==> config.mk <==
export PLATFORM = sky130hd
export DESIGN_NAME = hc_pipe_subtractor_flat
export DESIGN_NICKNAME = d
export VERILOG_FILES = /design/src/rtl/hc_pipe_subtractor_pkg.sv /design/src/rtl/hc_pipe_subtractor_if.sv /design/src/rtl/hc_pipe_subtractor_prefix_level.sv /design/src/rtl/hc_pipe_subtractor.sv /design/src/flat_wrapper.sv
export SDC_FILE = /design/constraint.sdc
export NUM_CORES = 1
export LEC_CHECK = 0
export CAP_MARGIN = 30
export CORE_MARGIN = 4
export CORE_UTILIZATION = 46
export CTS_CLUSTER_DIAMETER = 50
export DETAILED_ROUTE_END_ITERATION = 16
export DONT_BUFFER_PORTS = 1
export PLACE_DENSITY = 0.69
export SLEW_MARGIN = 40
export SYNTH_ARGS = -nofsm -noshare
export SYNTH_HDL_FRONTEND = slang
export SYNTH_SLANG_ARGS = --single-unit
==> constraint.sdc <==
create_clock -name clk -period 3.6 [get_ports clk]
set_clock_uncertainty 0.15 [all_clocks]
set_input_delay 0.54 -clock clk [delete_from_list [all_inputs] [get_ports clk]]
set_output_delay 0.54 -clock clk [all_outputs]
set_load 0.05 [all_outputs]
==> src/rtl/hc_pipe_subtractor_pkg.sv <==
// Shared types and constants for the Han-Carlson pipelined subtractor.
package hc_sub_pkg;

  localparam int HC_WIDTH  = 16;
  localparam int HC_LEVELS = $clog2(HC_WIDTH);

  typedef struct packed {
    logic bout;
    logic ovf;
    logic zero;
    logic lt_u;
    logic lt_s;
  } hc_flags_t;

  typedef struct packed {
    logic g;
    logic p;
  } gp_pair_t;

endpackage

==> src/rtl/hc_pipe_subtractor_if.sv <==
// Operand/result stream bundle; master drives operands and out_ready, slave is the subtractor.
interface hc_sub_if
  import hc_sub_pkg::*;
#(
  parameter int WIDTH = HC_WIDTH
) ();

  logic             in_valid;
  logic             in_ready;
  logic [WIDTH-1:0] a;
  logic [WIDTH-1:0] b;
  logic             bin;
  logic             out_valid;
  logic             out_ready;
  logic [WIDTH-1:0] diff;
  logic             bout;
  logic             ovf;
  logic             zero;
  logic             lt_u;
  logic             lt_s;

  modport master (
    output in_valid, a, b, bin, out_ready,
    input  in_ready, out_valid, diff, bout, ovf, zero, lt_u, lt_s
  );

  modport slave (
    input  in_valid, a, b, bin, out_ready,
    output in_ready, out_valid, diff, bout, ovf, zero, lt_u, lt_s
  );

endinterface

==> src/rtl/hc_pipe_subtractor_prefix_level.sv <==
// One combinational prefix level: black cells at odd (ODD_ONLY=1) or even (ODD_ONLY=0)
// positions with i >= SPAN combine with position i-SPAN; all others pass through.
module hc_prefix_level
  import hc_sub_pkg::*;
#(
  parameter int WIDTH    = HC_WIDTH,
  parameter int SPAN     = 1,
  parameter bit ODD_ONLY = 1'b1
) (
  input  gp_pair_t [WIDTH-1:0] gp_i,
  output gp_pair_t [WIDTH-1:0] gp_o
);

  for (genvar i = 0; i < WIDTH; i++) begin : g_cell
    if ((i >= SPAN) && (((i % 2) == 1) == ODD_ONLY)) begin : g_black
      assign gp_o[i].g = gp_i[i].g | (gp_i[i].p & gp_i[i-SPAN].g);
      assign gp_o[i].p = gp_i[i].p & gp_i[i-SPAN].p;
    end else begin : g_pass
      assign gp_o[i] = gp_i[i];
    end
  end

endmodule

==> src/rtl/hc_pipe_subtractor.sv <==
// 3-stage A - B - bin subtractor/comparator on a Han-Carlson prefix network with
// bubble-collapsing valid/ready flow. Define HC_SUB_SAT_EN to saturate diff on overflow.
module hc_pipe_subtractor
  import hc_sub_pkg::*;
#(
  parameter int WIDTH = HC_WIDTH
) (
  input  logic    clk,
  input  logic    rst_n,
  hc_sub_if.slave bus
);

  localparam int LEVELS = $clog2(WIDTH);
  localparam int MSB    = WIDTH - 1;

  logic [3:1] vld_q;
  logic       ld1, ld2, ld3, acc;

  // A stage may load when empty or when its successor drains it this cycle.
  assign ld3          = ~vld_q[3] | bus.out_ready;
  assign ld2          = ~vld_q[2] | ld3;
  assign ld1          = ~vld_q[1] | ld2;
  assign acc          = bus.in_valid & ld1;
  assign bus.in_ready = ld1;

  // S1: bitwise generate/propagate against ~b
  gp_pair_t [WIDTH-1:0] gp1_d, gp1_q;
  logic                 cin1_q, amsb1_q;

  always_comb begin
    for (int i = 0; i < WIDTH; i++) begin
      gp1_d[i].g = bus.a[i] & ~bus.b[i];
      gp1_d[i].p = ~(bus.a[i] ^ bus.b[i]);
    end
  end

  // S2: odd-position prefix tree, spans 1 .. WIDTH/2
  gp_pair_t [WIDTH-1:0] lvl [LEVELS+1];
  gp_pair_t [WIDTH-1:0] gp2_q;
  logic     [WIDTH-1:0] p0_1, p0_2_q;
  logic                 cin2_q, amsb2_q;

  assign lvl[0] = gp1_q;
  for (genvar l = 0; l < LEVELS; l++) begin : g_odd_lvl
    hc_prefix_level #(.WIDTH(WIDTH), .SPAN(1 << l), .ODD_ONLY(1'b1)) u_lvl (
      .gp_i (lvl[l]),
      .gp_o (lvl[l+1])
    );
  end

  always_comb begin
    for (int i = 0; i < WIDTH; i++) p0_1[i] = gp1_q[i].p;
  end

  // S3: even fix-up, carry injection, sum and flags
  gp_pair_t [WIDTH-1:0] gp3;
  logic     [WIDTH:0]   carry;
  logic     [WIDTH-1:0] diff_raw, diff_d, diff_q;
  logic                 ovf_d;
  hc_flags_t            flags_d, flags_q;

  hc_prefix_level #(.WIDTH(WIDTH), .SPAN(1), .ODD_ONLY(1'b0)) u_fix (
    .gp_i (gp2_q),
    .gp_o (gp3)
  );

  always_comb begin
    carry    = '0;
    carry[0] = cin2_q;
    for (int i = 0; i < WIDTH; i++) carry[i+1] = gp3[i].g | (gp3[i].p & cin2_q);
    diff_raw = p0_2_q ^ carry[WIDTH-1:0];
    // operand signs differ exactly when the ~b propagate bit at MSB is clear
    ovf_d         = ~p0_2_q[MSB] & (amsb2_q ^ diff_raw[MSB]);
    flags_d.bout  = ~carry[WIDTH];
    flags_d.ovf   = ovf_d;
    flags_d.zero  = ~|diff_raw;
    flags_d.lt_u  = ~carry[WIDTH];
    flags_d.lt_s  = diff_raw[MSB] ^ ovf_d;
    diff_d        = diff_raw;
`ifdef HC_SUB_SAT_EN
    if (ovf_d) diff_d = amsb2_q ? {1'b1, {MSB{1'b0}}} : {1'b0, {MSB{1'b1}}};
`else
`endif
  end

  always_ff @(posedge clk) begin
    if (!rst_n) begin
      vld_q   <= '0;
      gp1_q   <= '0;
      cin1_q  <= 1'b0;
      amsb1_q <= 1'b0;
      gp2_q   <= '0;
      p0_2_q  <= '0;
      cin2_q  <= 1'b0;
      amsb2_q <= 1'b0;
      diff_q  <= '0;
      flags_q <= '0;
    end else begin
      if (ld1) vld_q[1] <= bus.in_valid;
      if (ld2) vld_q[2] <= vld_q[1];
      if (ld3) vld_q[3] <= vld_q[2];
      if (acc) begin
        gp1_q   <= gp1_d;
        cin1_q  <= ~bus.bin;
        amsb1_q <= bus.a[MSB];
      end
      if (ld2 & vld_q[1]) begin
        gp2_q   <= lvl[LEVELS];
        p0_2_q  <= p0_1;
        cin2_q  <= cin1_q;
        amsb2_q <= amsb1_q;
      end
      if (ld3 & vld_q[2]) begin
        diff_q  <= diff_d;
        flags_q <= flags_d;
      end
    end
  end

  assign bus.out_valid = vld_q[3];
  assign bus.diff      = diff_q;
  assign bus.bout      = flags_q.bout;
  assign bus.ovf       = flags_q.ovf;
  assign bus.zero      = flags_q.zero;
  assign bus.lt_u      = flags_q.lt_u;
  assign bus.lt_s      = flags_q.lt_s;

endmodule

==> src/flat_wrapper.sv <==
// flat-port wrapper written by rule: the top's interface ports become plain ports
module hc_pipe_subtractor_flat import hc_sub_pkg::*;
#(
  parameter int WIDTH = HC_WIDTH
)
  (clk, rst_n, bus_in_valid, bus_a, bus_b, bus_bin, bus_out_ready, bus_in_ready, bus_out_valid, bus_diff, bus_bout, bus_ovf, bus_zero, bus_lt_u, bus_lt_s);
  hc_sub_if #(.WIDTH(WIDTH)) bus_i ();
  input  logic clk;
  input  logic rst_n;
  input wire logic [$bits(bus_i.in_valid)-1:0] bus_in_valid;
  input wire logic [$bits(bus_i.a)-1:0] bus_a;
  input wire logic [$bits(bus_i.b)-1:0] bus_b;
  input wire logic [$bits(bus_i.bin)-1:0] bus_bin;
  input wire logic [$bits(bus_i.out_ready)-1:0] bus_out_ready;
  output wire logic [$bits(bus_i.in_ready)-1:0] bus_in_ready;
  output wire logic [$bits(bus_i.out_valid)-1:0] bus_out_valid;
  output wire logic [$bits(bus_i.diff)-1:0] bus_diff;
  output wire logic [$bits(bus_i.bout)-1:0] bus_bout;
  output wire logic [$bits(bus_i.ovf)-1:0] bus_ovf;
  output wire logic [$bits(bus_i.zero)-1:0] bus_zero;
  output wire logic [$bits(bus_i.lt_u)-1:0] bus_lt_u;
  output wire logic [$bits(bus_i.lt_s)-1:0] bus_lt_s;
  assign bus_i.in_valid = bus_in_valid;
  assign bus_i.a = bus_a;
  assign bus_i.b = bus_b;
  assign bus_i.bin = bus_bin;
  assign bus_i.out_ready = bus_out_ready;
  assign bus_in_ready = bus_i.in_ready;
  assign bus_out_valid = bus_i.out_valid;
  assign bus_diff = bus_i.diff;
  assign bus_bout = bus_i.bout;
  assign bus_ovf = bus_i.ovf;
  assign bus_zero = bus_i.zero;
  assign bus_lt_u = bus_i.lt_u;
  assign bus_lt_s = bus_i.lt_s;
  hc_pipe_subtractor #(.WIDTH(WIDTH)) u_core (.clk(clk), .rst_n(rst_n), .bus(bus_i));
endmodule
==> results of run 1 <==
## area by class of cell
class | count | area [um^2]
Sequential cell | 99 | 1983
Fill cell | 865 | 4350
Inverter | 21 | 78.83
Timing Repair Buffer | 7 | 52.55
Clock buffer | 12 | 145.1
Clock inverter | 4 | 26.28
Multi-Input combinational cell | 385 | 2034
Tap cell | 108 | 135.1
## kinds of logic after synthesis
group                    Yosys count
AND/OR/NAND/NOR                  212
AO/OA/AOI/OAI                    139
flip-flops                        99
buffers and inverters             51
adder cells (fa/ha/maj)           17
XOR/XNOR                          16
multiplexers                       1
## flip-flops by register name, indices dropped and copies added (netlist names), 3 cells and up
signal           flops
u_core.gp2_q        24
u_core.gp1_q        32
u_core.bus.diff     16
u_core.p0_2_q       16
u_core.vld_q         3
## Yosys cell counts, types with 2 or more instances
cell type  count  area, um^2
nand2_1      160       600.6
a21oi_1       99       495.5
dfxtp_1       99        1982
clkbuf_1      26       97.59
nor2_1        24       90.09
inv_1         21       78.83
ha_1          17       212.7
xor2_1        11       96.34
a21o_1        10       75.07
o21a_1         7       52.55
a211oi_1       6       45.04
o21ai_0        6       30.03
nand3_1        5       25.02
nor3_1         5       25.02
xnor2_1        5       43.79
nand4_1        3       18.77
a2bb2oi_2      2       30.03
a31oi_1        2       12.51
buf_2          2       10.01
nand2b_1       2       12.51
nor2_2         2       12.51
nor2b_1        2       12.51
nor4_1         2       12.51
or3_1          2       12.51
## final timing paths
kind / start / endpoint / slack [ns] / cells past startpoint
max reg2reg: u_core.vld_q[3]$_SDFFE_PN0P_ / u_core.gp1_q[13]$_SDFFE_PN0P_ / 0.91 / 6
min reg2reg: u_core.gp1_q[7]$_SDFFE_PN0P_ / u_core.gp1_q[7]$_SDFFE_PN0P_ / 0.31 / 2
max: u_core.vld_q[3]$_SDFFE_PN0P_ / bus_in_ready / 0.86 / 2
min: bus_bin / u_core.cin1_q$_SDFFE_PN0P_ / 0.11 / 1
## metal layers
| layer | vias to the layer above | routed length, um | part of all wire |
|---|---|---|---|
| met3 | 9 | 501 | 0.059 |
| met2 | 65 | 3880 | 0.46 |
| met1 | 1494 | 3989 | 0.47 |
| li1 | 1742 | - | - |
| met5 | - | 0 | 0 |
| met4 | 0 | 110 | 0.013 |
## power groups by stage
stage / clock, mW / sequential (mW) / combinational (mW)
after floorplan: 0 / 1.19 / 0.133
final: 0.632 / 1.18 / 0.159
after global placement: 0 / 1.21 / 0.157
after detailed placement: 0 / 1.21 / 0.160
after CTS: 0.651 / 1.18 / 0.162
after global routing: 0.707 / 1.19 / 0.185
## through the flow
stage	hold WS, ns	util	std cells	worst slack (ns)	cell area, um^2
2_1_floorplan	0.2821	-	535	1.126	4207
3_3_place_gp	0.2934	0.4858	620	1.009	4278
3_5_place_dp	0.3004	0.4859	620	0.9297	4279
4_1_cts	0.09207	0.5054	636	0.8617	4451
5_1_grt	0.09010	0.5060	636	0.6234	4456
6_report	0.1088	0.5060	636	0.8586	4456
==> reports/results.txt, run 1 <==
met1 Track Usage GR: 0.2076
distinct cell type count of the synthesized netlist: 39
area share of and/or/nand/nor cells after synthesis: 0.2049
power consumption: 1.974 mW
part of the total power dissipated in sequential elements: 0.599
half-perimeter wire length after detailed placement: 5998 um
xor/xnor cell area share of the yosys netlist: 0.03331
Initial DRC Count: 121
sort of element at the end of the critical path: output pin
Worst VDD drop: 0.0001802 V
DRC Markers: 0
number of flops mapped to enable cells by yosys: 0
critical path, cell by cell: nor2b_1 > nand3_1
global-route layer with the greatest usage: met2
adder-cell share of the synthesized area: 0.05057
global-route met2 utilization: 0.2537
leading cell type in the layout, fill and taps excluded: nand2_1
total internal power: 1.458 mW
post-cts resize count: 0
height of the chip: 103.6 um
data arrival at the endpoint of the critical path: 2.05 ns
shortest clock period the worst path allows after layout: 2.741 ns
syn_nets: 589
antenna viol nets, final: 0
required time of the critical path: 2.91 ns
Switch Pwr: 516.0 uW
final count of hold timing violations: 0
die area: 10740 um^2
critical path startpoint category: register
H-Tree Depth: 3
num ports: 60
vias per inst: 5.204
Area Overhead vs Synth: 5.919%
crit path max-delay cell type: dfxtp_1
outcome: finished clean
min-delay worst type: in -> reg
width of the chip: 103.6 um
leakage power figure: 1.728 nW
cell at the root of the clock tree: clkbuf_8
fraction of registers with async set or reset after synthesis: 0
cell family with the largest share of critical-path delay: simple AND/OR/NAND/NOR gates
Port-buffer cells: 0
overall routing resource usage: 0.1599
number of synthesized register bits: 99
delay of the slowest cell on the worst path: 0.65 ns
Detailed Route WL: 8481 um
commonest register cell after synthesis: dfxtp_1
sequential fraction of the synthesis area: 0.4711
switching part of the total: 0.2614
clk sinks: 99
power density of the placed cells: 443.0 nW/um^2
final-report max-slew violation count: 0
number of setup buffers added after CTS: 0
wire length of the first global-routing pass: 14320 um
worst-margin pin slew: 0.5929 ns
number of vias in the routed layout: 3310
iteration count of the initial detailed-routing pass: 4
fraction of the mapped netlist area in compound gates: 0.1889
count of hold-fix buffers inserted at cts: 0
synthesized instance count: 535
number of setup violations in the final report: 0
Wirelength per Cell: 13.33 um
accumulated negative setup slack: 0 ns
register clock-pin slew on the reported worst setup and hold paths: 0.09 ns
maximum number of pins on one net before global-route repair: 42
clock network fraction of total power: 0.320
largest family of logic cells by synthesized area: simple AND/OR/NAND/NOR gates
Layout Nets: 577
Clk Latency, worst-skew pair: 0.36 ns
area of the placeable core: 8806 um^2
combinational fraction of design power: 0.081
mean instance size in the synthesized netlist: 7.863 um^2
unrepaired setup endpoints after global routing: no
multiplexer share of the synthesized area: 0.002380
kind of critical path: reg -> out
number of buffers created by CTS: 9
initial cell density of the core: 0.4777
summed instance area of the synthesized netlist: 4207 um^2
maximum count of clock buffers along a single path: 2
Placement Rows: 34
initial antenna violation count: 0
aggregate global routing overflow: 0
number of global-route vias before repair: 3061
Yosys warning count: 0
final weighted congestion in routability-driven placement: 0.7951
worst slew slack as a fraction of its limit: 0.6036
crit-path max FO: 6
max-cap violation count: 0
final clock period utilization by the worst path: 0.7615
Buffers & Inverters on Critical Path: 0
layout cell share with drive strength beyond 1: 0.06250
commonest cells after routing, fill and taps aside: 160 x nand2_1, 98 x a21oi_1, 98 x dfxtp_1
TritonCTS clock tree: yes
count of inserted antenna diode cells: 0
met3 Track Usage GR: 0.04353
achievable frequency: 364.8 MHz
(Power assumes the default switching activity.)
==> run 2, diff against run 1 <==
Clock period 3.6 ns to 2.6 ns, I/O delays scaled along.
==> run 2 against run 1 <==
  * Sequential power up 38%
  * Sequential share of layout area down 0.99 points
  * Flip-flop and latch count unchanged
  * Power up 47%
  * Global-route usage up 0.23 points
  * Critical endpoint unchanged
  * Die area unchanged
  * Register-to-register slack worse by 0.30 ns
  * Hold slack worse by 0.089 ns
  * Core utilization up 1.1 points
  * Combinational power up 50%
  * Setup slack worse by 0.27 ns
  * Highest routed layer unchanged
  * Clock power up 63%
==> reports/results.txt, run 2 (synthesis gave the netlist of run 1 again) <==
worst-margin pin slew: 0.5238 ns
clk sinks: 99
leading cell type in the layout, fill and taps excluded: nand2_1
Initial DRC Count: 186
TritonCTS clock tree: yes
Area Overhead vs Synth: 8.269%
Detailed Route WL: 8496 um
Wirelength per Cell: 13.23 um
count of inserted antenna diode cells: 0
cell at the root of the clock tree: clkbuf_8
max reg flops: 32
half-perimeter wire length after detailed placement: 5951 um
critical path startpoint: u_core.vld_q[3]$_SDFFE_PN0P_
Reg-to-Reg Start: u_core.gp1_q[2]$_SDFFE_PN0P_
overall routing resource usage: 0.1622
final-report max-slew violation count: 0
H-Tree Depth: 3
final weighted congestion in routability-driven placement: 0.7704
register clock-pin slew on the reported worst setup and hold paths: 0.08 ns
area of the placeable core: 8806 um^2
filler instances: 861
post-cts resize count: 0
worst setup path endpoint: bus_in_ready
commonest cells after routing, fill and taps aside: 160 x nand2_1, 99 x dfxtp_1, 98 x a21oi_1
post-route cell area: 4554 um^2
Worst VDD drop: 0.0002861 V
Clk Latency, worst-skew pair: 0.36 ns
number of vias in the routed layout: 3387
critical path, cell by cell: nor2b_1 > nand3_1 > buf_4
crit path max-delay cell type: nor2b_1
number of setup buffers added after CTS: 0
kind of critical path: reg -> out
required time of the critical path: 2.06 ns
final clock period utilization by the worst path: 0.7752
height of the chip: 103.6 um
maximum number of pins on one net before global-route repair: 95
width of the chip: 103.6 um
shortest clock period the worst path allows after layout: 2.015 ns
R2R depth: 5
wire length of the first global-routing pass: 14580 um
iteration count of the initial detailed-routing pass: 4
crit-path max FO: 6
register bank with the most flops: u_core.gp1_q
achievable frequency: 496.2 MHz
leading registers by flop count: u_core.gp1_q x32, u_core.gp2_q x24
layout cell share with drive strength beyond 1: 0.06180
max-cap violation count: 0
power density of the placed cells: 635.6 nW/um^2
placed instance area: 4328 um^2
Cells after DPL: 625
initial antenna violation count: 0
vias per inst: 5.276
maximum count of clock buffers along a single path: 2
number of global-route vias before repair: 3188
count of hold-fix buffers inserted at cts: 3
aggregate global routing overflow: 0
accumulated negative setup slack: 0 ns
DRC Markers: 0
destination of the worst register-to-register timing path: u_core.gp2_q[30]$_SDFFE_PN0P_
antenna viol nets, final: 0
critical path startpoint category: register
worst slew slack as a fraction of its limit: 0.6503
Port-buffer cells: 0
power consumption: 2.895 mW
number of buffers created by CTS: 9
data arrival at the endpoint of the critical path: 1.48 ns
Post-Route Utilization: 0.5172
delay of the slowest cell on the worst path: 0.42 ns
final count of hold timing violations: 0
number of setup violations in the final report: 0
num ports: 60
unrepaired setup endpoints after global routing: no
number of cells in the finished layout apart from fillers: 642
leakage power figure: 1.781 nW
outcome: finished clean
Layout Nets: 585
FF-to-FF setup slack: 0.61 ns
min-delay worst type: in -> reg
die area: 10740 um^2
initial cell density of the core: 0.4777
Placement Rows: 34
sort of element at the end of the critical path: output pin
[run 2: metal layers]
metal | up-vias | GRT usage | wire (um)
met1 | 1542 | 0.2190 | 4120
met5 | - | 0 | 0
met4 | 0 | 0.08262 | 201
li1 | 1760 | - | -
met2 | 69 | 0.2453 | 3768
met3 | 16 | 0.03420 | 405
[run 2: layout make-up]
type,count,area (um^2),share of cell area
well taps,108,135.1,0.02967
multi-input cells,385,2029,0.4456
repair buffers,15,132.6,0.02912
clock inverters,3,65.06,0.01429
flip-flops and latches,99,1982,0.4352
inverters,21,78.83,0.01731
clock buffers,11,131.4,0.02885
[run 2: through the flow]
stage	worst slack, ns	hold slack [ns]
global placement	0.6142	0.2950
detailed placement	0.6236	0.3013
CTS	0.5629	0.002351
finish	0.5846	0.02005
floorplan	0.1257	0.2821
global route	0.4231	0.03221
[run 2: critical path: cells and delay by family, from the launching register on]
| family | cells | cell delay, ns |
|---|---|---|
| and+or+nand+nor | 2 | 0.55 |
| DFF | 1 | 0.36 |
| buffers and inverters | 1 | 0.21 |
[run 2: worst min-delay path by stage]
stage / to / startpoint / slack (ns) / cells after the start
5_1_grt: u_core.bus.zero$_SDFFE_PN0P_ / rst_n / 0.03 / 2
4_1_cts: u_core.bus.zero$_SDFFE_PN0P_ / rst_n / 0.002 / 2
6_report: u_core.bus.zero$_SDFFE_PN0P_ / rst_n / 0.02 / 2
3_3_place_gp: u_core.gp1_q[11]$_SDFFE_PN0P_ / u_core.gp1_q[11]$_SDFFE_PN0P_ / 0.30 / 2
3_5_place_dp: u_core.gp1_q[3]$_SDFFE_PN0P_ / u_core.gp1_q[3]$_SDFFE_PN0P_ / 0.30 / 2
2_1_floorplan: u_core.amsb2_q$_SDFFE_PN0P_ / u_core.amsb1_q$_SDFFE_PN0P_ / 0.28 / 2
[run 2: power by group]
group          leakage [nW]  switching, mW  internal (mW)  total [mW]
Combinational         0.877          0.153         0.0861       0.239
Clock                0.0992          0.497          0.531        1.03
Sequential            0.805         0.0610           1.57        1.63
==> run 3, diff against run 2 <==
Clock period 2.6 ns to 2 ns, I/O delays scaled along.
==> run 3 against run 2 <==
  * The run now ends with hold timing left
  * Clock power up 9.7%
  * Combinational power increased by 38%
  * Setup slack lost 0.48 ns
  * Cell count increased by 0.31%
  * Critical path depth rose by 2
  * Non-clock buffer count increased by 2
  * Sequential power is 29% higher
  * Largest cell class unchanged
  * Highest routed layer unchanged
==> reports/results.txt, run 3 (synthesis gave the netlist of run 1 again) <==
outcome: complete, but fails checks
violations in the final reports: hold timing
final clock period utilization by the worst path: 0.9452
min-delay worst type: in -> reg
post-route cell area: 4591 um^2
worst-margin pin slew: 0.5208 ns
worst slew slack as a fraction of its limit: 0.6523
final count of hold timing violations: 1
accumulated negative setup slack: 0 ns
Layout Nets: 587
number of vias in the routed layout: 3381
Initial DRC Count: 175
maximum number of pins on one net before global-route repair: 95
initial cell density of the core: 0.4777
Reg-to-Reg Start: u_core.gp1_q[0]$_SDFFE_PN0P_
width of the chip: 103.6 um
total area of multi-input combinational cells: 2049 um^2
critical path startpoint: u_core.gp1_q[0]$_SDFFE_PN0P_
Wirelength per Cell: 13.39 um
total internal power: 2.661 mW
R2R depth: 5
register bank with the most flops: u_core.gp1_q
number of buffers created by CTS: 9
count of inserted antenna diode cells: 0
worst setup path endpoint: u_core.gp2_q[30]$_SDFFE_PN0P_
overall routing resource usage: 0.1639
data arrival at the endpoint of the critical path: 2.04 ns
unrepaired setup endpoints after global routing: no
max reg flops: 32
part of the total power dissipated in sequential elements: 0.592
clk sinks: 99
Area Overhead vs Synth: 9.131%
iteration count of the initial detailed-routing pass: 5
Clk Latency, worst-skew pair: 0.35 ns
clock network fraction of total power: 0.316
required time of the critical path: 2.15 ns
number of setup violations in the final report: 0
total area of sequential cells: 1986 um^2
wire length of the first global-routing pass: 14770 um
Worst VDD drop: 0.0003708 V
crit-path max FO: 4
achievable frequency: 529.0 MHz
FF-to-FF setup slack: 0.11 ns
DRC Markers: 0
max-cap violation count: 0
leakage power figure: 1.795 nW
destination of the worst register-to-register timing path: u_core.gp2_q[30]$_SDFFE_PN0P_
register clock-pin slew on the reported worst setup and hold paths: 0.09 ns
critical path startpoint category: register
TritonCTS clock tree: yes
Switch Pwr: 910.4 uW
vias per inst: 5.250
aggregate global routing overflow: 0
Detailed Route WL: 8625 um
height of the chip: 103.6 um
initial antenna violation count: 0
leading registers by flop count: u_core.gp1_q x32, u_core.gp2_q x24
critical path, cell by cell: nand4_1 > or3_1 > or4_4 > a2bb2oi_2 > nor2_2
antenna viol nets, final: 0
H-Tree Depth: 3
sort of element at the end of the critical path: register
kind of critical path: reg -> reg
area of the placeable core: 8806 um^2
combinational fraction of design power: 0.093
filler instances: 860
maximum count of clock buffers along a single path: 2
power density of the placed cells: 778.1 nW/um^2
switching part of the total: 0.2549
number of global-route vias before repair: 3152
commonest cells after routing, fill and taps aside: 160 x nand2_1, 98 x a21oi_1, 96 x dfxtp_1
die area: 10740 um^2
layout cell share with drive strength beyond 1: 0.07649
final weighted congestion in routability-driven placement: 0.8106
half-perimeter wire length after detailed placement: 6084 um
Placement Rows: 34
leading cell type in the layout, fill and taps excluded: nand2_1
placed instance area: 4377 um^2
num ports: 60
crit path max-delay cell type: or4_4
Port-buffer cells: 0
number of setup buffers added after CTS: 0
shortest clock period the worst path allows after layout: 1.890 ns
Final Hold Slack: -0.004703 ns
delay of the slowest cell on the worst path: 0.53 ns
final-report max-slew violation count: 0
cell at the root of the clock tree: clkbuf_8
-- run 3: power by group through the flow --
stage                     Clock [mW]  Combinational [mW]  Sequential (mW)
final                           1.13               0.331             2.11
after CTS                       1.16               0.335             2.11
after floorplan                    0               0.239             2.15
after global placement             0               0.321             2.16
after detailed placement           0               0.325             2.16
after global routing            1.24               0.381             2.12
-- run 3: what timing repair did --
action | 4_1_cts | 5_1_grt
gates resized for setup | 0 | 3
hold buffers | 4 | 0
endpoints found under the setup margin | 0 | 6
endpoints found under the hold margin | 8 | 0
-- run 3: routing by layer --
metal / global-route usage / share of wire / up-vias
met4: 0.05983 / 0.0060 / 0
li1: - / - / 1764
met5: 0 / 0 / -
met3: 0.03296 / 0.063 / 4
met2: 0.2495 / 0.44 / 78
met1: 0.2303 / 0.49 / 1535
-- run 3: per-stage QoR --
| step | total power, mW | instances | worst slack (ns) | utilization | hold WS, ns |
|---|---|---|---|---|---|
| final | 3.572 | 644 | 0.1095 | 0.5213 | -0.004703 |
| after global placement | 2.477 | 626 | 0.1510 | 0.4970 | 0.2493 |
| after floorplan | 2.391 | 535 | 0.09150 | - | 0.2456 |
| after detailed placement | 2.484 | 626 | 0.09837 | 0.4970 | 0.2561 |
| after CTS | 3.604 | 644 | 0.08021 | 0.5205 | 0.003142 |
| after global routing | 3.748 | 644 | 0.02886 | 0.5213 | 0.003977 |
-- run 3: worst min-delay path by stage --
stage / cells after the start / to / from
2_1_floorplan: 1 / u_core.cin1_q$_SDFFE_PN0P_ / bus_bin
3_3_place_gp: 1 / u_core.cin1_q$_SDFFE_PN0P_ / bus_bin
3_5_place_dp: 1 / u_core.cin1_q$_SDFFE_PN0P_ / bus_bin
4_1_cts: 2 / u_core.vld_q[2]$_SDFFE_PN0P_ / bus_out_ready
5_1_grt: 3 / u_core.vld_q[3]$_SDFFE_PN0P_ / bus_out_ready
6_report: 3 / u_core.vld_q[3]$_SDFFE_PN0P_ / bus_out_ready
-- run 3: final cells by class --
type	instances	share of cell area
clock buffer	11	0.03298
clock inverter	3	0.003271
inverter	21	0.01717
multi-input combinational	385	0.4464
sequential	99	0.4325
tap	108	0.02944
timing repair buffer	17	0.03816
-- run 3: worst max-delay path: cells and delay by family (launching register included) --
kind / cells / cell delay, ns
AO/OA/AOI/OAI: 1 / 0.15
flip-flops: 1 / 0.38
AND/OR/NAND/NOR: 4 / 1.16
